`src/rtl/demux_scan_ctrl.sv`:
```
// demux_scan_ctrl: drives a 1:4 demux select/data, routing one channel or scanning 0..3
// with a fixed dwell per channel and a guard gap so select never moves while data is high.
module demux_scan_ctrl #(
    parameter int DWELL = 4,
    parameter int GAP   = 1
) (
    input  logic       clk,
    input  logic       rst,
    input  logic       start,
    input  logic       mode,
    input  logic [1:0] ch,
    output logic [1:0] s,
    output logic       i,
    output logic       busy,
    output logic       done
);
    typedef enum logic [1:0] {ST_IDLE, ST_DRIVE, ST_GAP, ST_DONE} state_t;
    localparam logic [7:0] DW_LD = 8'(DWELL - 1);
    localparam logic [7:0] GP_LD = 8'(GAP - 1);
    state_t     r_state, w_next;
    logic [7:0] r_cnt, w_cnt;
    logic [1:0] r_cur, r_last, w_cur, w_last;
    logic       r_i, r_busy, r_done;
    logic       w_i, w_busy, w_done, w_accept, w_cnt_end;
    always_ff @(posedge clk) begin
        if (rst) begin
            r_state <= ST_IDLE;
            r_cnt   <= 8'd0;
            r_cur   <= 2'd0;
            r_last  <= 2'd0;
            r_i     <= 1'b0;
            r_busy  <= 1'b0;
            r_done  <= 1'b0;
        end else begin
            r_state <= w_next;
            r_cnt   <= w_cnt;
            r_cur   <= w_cur;
            r_last  <= w_last;
            r_i     <= w_i;
            r_busy  <= w_busy;
            r_done  <= w_done;
        end
    end
    always_comb begin
        w_accept  = (r_state == ST_IDLE) && start;
        w_cnt_end = (r_cnt == 8'd0);
        w_next    = w_accept ? ST_DRIVE
                  : (r_state == ST_DRIVE && w_cnt_end) ? ((r_cur == r_last) ? ST_DONE : ST_GAP)
                  : (r_state == ST_GAP && w_cnt_end) ? ST_DRIVE
                  : (r_state == ST_DONE) ? ST_IDLE
                  : r_state;
    end
    // Select only advances on the gap->drive edge, while i is still low.
    always_comb begin
        w_cur  = w_accept ? (mode ? 2'd0 : ch)
               : (r_state == ST_GAP && w_cnt_end) ? r_cur + 2'd1
               : r_cur;
        w_last = w_accept ? (mode ? 2'd3 : ch) : r_last;
        w_cnt  = (w_next == r_state) ? r_cnt - {7'd0, !w_cnt_end}
               : (w_next == ST_GAP) ? GP_LD : DW_LD;
        w_i    = (w_next == ST_DRIVE);
        w_busy = (w_next == ST_DRIVE) || (w_next == ST_GAP);
        w_done = (w_next == ST_DONE);
    end
    assign s    = r_cur;
    assign i    = r_i;
    assign busy = r_busy;
    assign done = r_done;
endmodule

```
`config.mk`:
```
export PLATFORM = sky130hd
export DESIGN_NAME = demux_scan_ctrl
export DESIGN_NICKNAME = d
export VERILOG_FILES = /design/src/rtl/demux_scan_ctrl.sv
export SDC_FILE = /design/constraint.sdc
export NUM_CORES = 1
export LEC_CHECK = 0
export ABC_AREA = 1
export BUFFER_PORTS_ARGS = -buffer_cell sky130_fd_sc_hd__buf_2
export CAP_MARGIN = 25
export CORE_MARGIN = 8
export CORE_UTILIZATION = 40
export DETAILED_ROUTE_END_ITERATION = 10
export SETUP_SLACK_MARGIN = 0.4
export SLEW_MARGIN = 5
export SYNTH_ARGS = -nofsm -noshare
export SYNTH_HDL_FRONTEND = slang
export SYNTH_SLANG_ARGS = --single-unit
```
`constraint.sdc`:
```
create_clock -name clk -period 3 [get_ports clk]
set_input_delay 0.15 -clock clk [delete_from_list [all_inputs] [get_ports clk]]
set_output_delay 0.15 -clock clk [all_outputs]
set_load 0.03 [all_outputs]
```
After elaboration in Yosys (flattened, before gate mapping):

Index checks and enable logic that the tools add are counted.

* register bits: 17
* input port bits: 6
* output and inout port bits: 5

* add/sub/neg operators: 2
* equal/unequal tests: 8
* multiplexer cells: 11
* reductions and logical operators: 8

Operators with widths (number)
* 2-bit two-way mux: 9
* 2-bit == test, second input constant: 4
* 8-bit logical NOT: 1
* 8-bit two-way mux: 1
* 8-bit by 1-bit subtractor with 8-bit output: 1
* 2-bit by 1-bit == test with 1-bit output, second input constant: 2
* 2-bit == test: 2
* 1-bit logical AND: 3
* 2-bit by 1-bit adder with 2-bit output, second input constant: 1
* 2-bit logical NOT: 1
* 2-bit nonzero test: 1
* 1-bit logical NOT: 1
* 1-bit logical OR: 1
* 1-bit two-way mux: 1

Depth between registers and ports, before layout:

* word-level depth: 8
* mapped depth: 12
* depth with buffers taken out: 12

Worst setup path after synthesis:

OpenSTA, ideal clock, no wires.

* path kind: register -> register
* from: register r_cnt[5]
* to: register r_cnt[6]
* library setup time: 0.116 ns
* data arrival time: 1.467 ns
* required time: 2.884 ns
* setup slack: 1.417 ns
* stages on the path, launching flop included: 10
* path buffers: 0
* clock period less this slack: 1.583 ns
* cell sequence: dfxtp_1 nor2_2 nand2_4 nor2_8 inv_2 ha_1 ha_1 nand3_1 xor2_1 nor2_2

* word-level cells in the longest chain between the ends: 7

Ends and longest elaborated chain
* from (decl): line 21 `logic [7:0] r_cnt, w_cnt;`
* from (signal assigned): line 36 `r_cnt <= w_cnt;`
* parallel branches: the longest is 6 deep, another holds 8-bit by 1-bit subtractor with 8-bit output
* 8-bit two-way mux (*): line 59 `w_cnt = (w_next == r_state) ? r_cnt - {7'd0, !w_cnt_end}`

Mark *: on every way between the ends.
A chain may end at the register's enable or synchronous reset.

Worst setup path after layout:

* from: register r_cnt[2]
* to: register r_cnt[4]

Same word-level chain as after synthesis.

==> flow_summary.ini <==
[outcome]
status = finished clean

[yosys]
synth_edf_count = 0
synth_area_sq_um = 935
syn_inst = 118
synthTopCellsByArea = dfxtp_1, nand2_1, inv_1, ha_1, nor2_1
syn_avg_cell_area_sq_um = 7.92
synth_warnings = 0
syn_nets = 129
ys_seq_elements = 17
synth-seq-area-share_pct = 36.4
synth_top_area_share_pct = 36.4
synth_flop_cell = dfxtp_1
yosys.area.top_type = dfxtp_1
ys_types = 23
ys_async_sr_fraction_pct = 0

[worst_hold_path]
hold_path_class = in2reg

[finish]
antennaDiodeCount = 0
syn_to_final_growth_pct = 11.4
drive_gt1_share_pct = 27.5
fin_cells = 159
n_fill_cell = 226
final_nets = 143

[setup_path]
cp-end-kind = flop
crit_chain = nor2_4 > nand2_4 > nor2_8 > inv_2 > ha_1 > ha_1 > nand2_1 > xor2_1 > nor2_2
crit_arrival_ns = 1.87
path_delay_family = simple AND/OR/NAND/NOR gates
critPathMaxStageDelay_ns = 0.37
cp_num_buf_inv = 1
cp_common_cell = ha_1
critPathMaxFanout = 5
critPathLaunchType = flop
slowest_stage = dfxtp_1
crit_required_ns = 3.19
crit_type = reg2reg

[clocking]
cts_inserted_buffers = 3
htree_num_levels = 1
clkLatencyLatePin_ns = 0.29
clock-sinks = 17
cts_buffer_depth = 2
clkSlewWorstSetupHoldPaths_ns = 0.10
cts_hold_buf = 0
cts-root-buf = clkbuf_4
cts-resized-gates = 0
postCtsSetupBuffers = 0
cts_tree = done

[floorplanning]
core_area_sq_um = 2210
initial_utilization_pct = 42.3
die_h_microns = 64.3
die_x_microns = 64.3
dieArea_sq_um = 4140
rows = 17
io_pins = 11

[sta]
fin_crit_sh_pct = 56.0
fmax_mhz = 596
fin_setup_tns_ns = 0
relSlewSlack_pct = 81.2
fin_crit_ns = 1.68
hold_viol = 0
hold_slack_ns = 0.131
fin_ws_ns = 1.32
setup_violations = 0
skew_ns = 0.00184
slew_violations = 0
rsz0062_at_grt = false
worstMarginPinSlew_ns = 0.282

[grt]
antenna_found_initial = 0
grt-ovfl-total = 0
grt_pass1_vias = 643
grt_pass1_wl_microns = 2710
grt_max_degree = 11
grtUsageTotal_pct = 8.28

[power_and_ir_drop]
power_leakage_nw = 0.506
ir_worst_vdd_mv = 0.603
p_per_area_nw_per_um2 = 1170

[routing]
vias_per_cell = 4.45
drc_errors = 0
antenna_left = 0
drt_iter0_markers = 14
wire_per_inst_microns = 9.25
vias = 707
wirelength_microns = 1470
drt_first_pass_iters = 4

[placed_design]
hpwlAfterDp_microns = 1200
placed_cells = 155
dp_slack_ns = 1.32
place.gp.congestion = 0.832
portBuffers = 10

[job]
maxCapViolCount = 0
==> worst min-delay path: stages <==
cell and delay (ns):
buf_2 0.10, inv_1 0.06, a221oi_1 0.07
==> stage by stage <==
stage | util [%] | instance area (sq um) | power (mW)
6_report | 47.1 | 1040 | 1.22
5_1_grt | 47.1 | 1040 | 1.35
4_1_cts | 47.1 | 1040 | 1.24
3_5_place_dp | 45.9 | 1010 | 1.11
3_3_place_gp | 45.9 | 1010 | 1.10
2_1_floorplan | - | 935 | 0.999
==> registers in the layout (all words and copies together), names as in the netlist <==
signal / count
busy: 1
done: 1
i: 1
r_cnt: 8
r_last: 2
r_state: 2
s: 2
==> cell usage in the layout (no fill, tap or decap), drive strengths merged <==
master	count
a21oi	4
a221oi	2
buf	10
clkbuf	4
dfxtp	17
ha	5
inv	22
nand2	25
nand3	5
nand4	2
nor2	23
nor3	1
o21a	1
o21ai	4
xnor2	3
xor2	3
==> final cells by class <==
cell class              instances  area [sq um]  area share, %
well taps                      28          35.0           3.37
multi-input cells              78           507           48.7
inverters                      22          82.6           7.93
clock buffers                   4          26.3           2.52
repair buffers                 10          50.0           4.81
flip-flops and latches         17           340           32.7
==> power breakdown <==
group	internal (mW)	total [mW]	switching [mW]
registers	0.303	0.363	0.0604
logic	0.283	0.735	0.452
clock network	0.0517	0.123	0.0715
==> cells in the mapped netlist (3+ instances only) <==
cell type and number:
dfxtp_1 17, ha_1 5, inv_1 18, inv_2 4
nand2_1 20, nand2_2 4, nand3_4 3, nor2_1 14
nor2_2 7, o21ai_0 4, xnor2_1 3, xor2_1 3
==> per-layer routing <==
metal / up-vias / GRT usage [%] / share of wire, %
met3: 5 / 4.36 / 4.3
li1: 390 / - / -
met4: 0 / 3.27 / 2.0
met2: 6 / 12.8 / 47
met1: 306 / 9.41 / 46
met5: - / 0 / 0
==> path summary, 6_finish.rpt <==
kind,startpoint,endpoint,slack [ns],cells after the start
max,r_cnt[2],r_cnt[4],1.32,9
min,ch[1],r_last[1],0.13,3
max reg2reg,r_cnt[2],r_cnt[4],1.32,9
min reg2reg,r_last[1],r_last[1],0.50,2
==> logic make-up after synthesis <==
| logic type | after synthesis | synth area share (%) |
|---|---|---|
| compound gates | 11 | 7.77 |
| buf+inv | 23 | 9.37 |
| fa+ha+maj | 5 | 6.69 |
| flops | 17 | 36.4 |
| xor+xnor | 6 | 5.62 |
| simple gates | 56 | 34.1 |
Power figures use the tool's default switching activity.
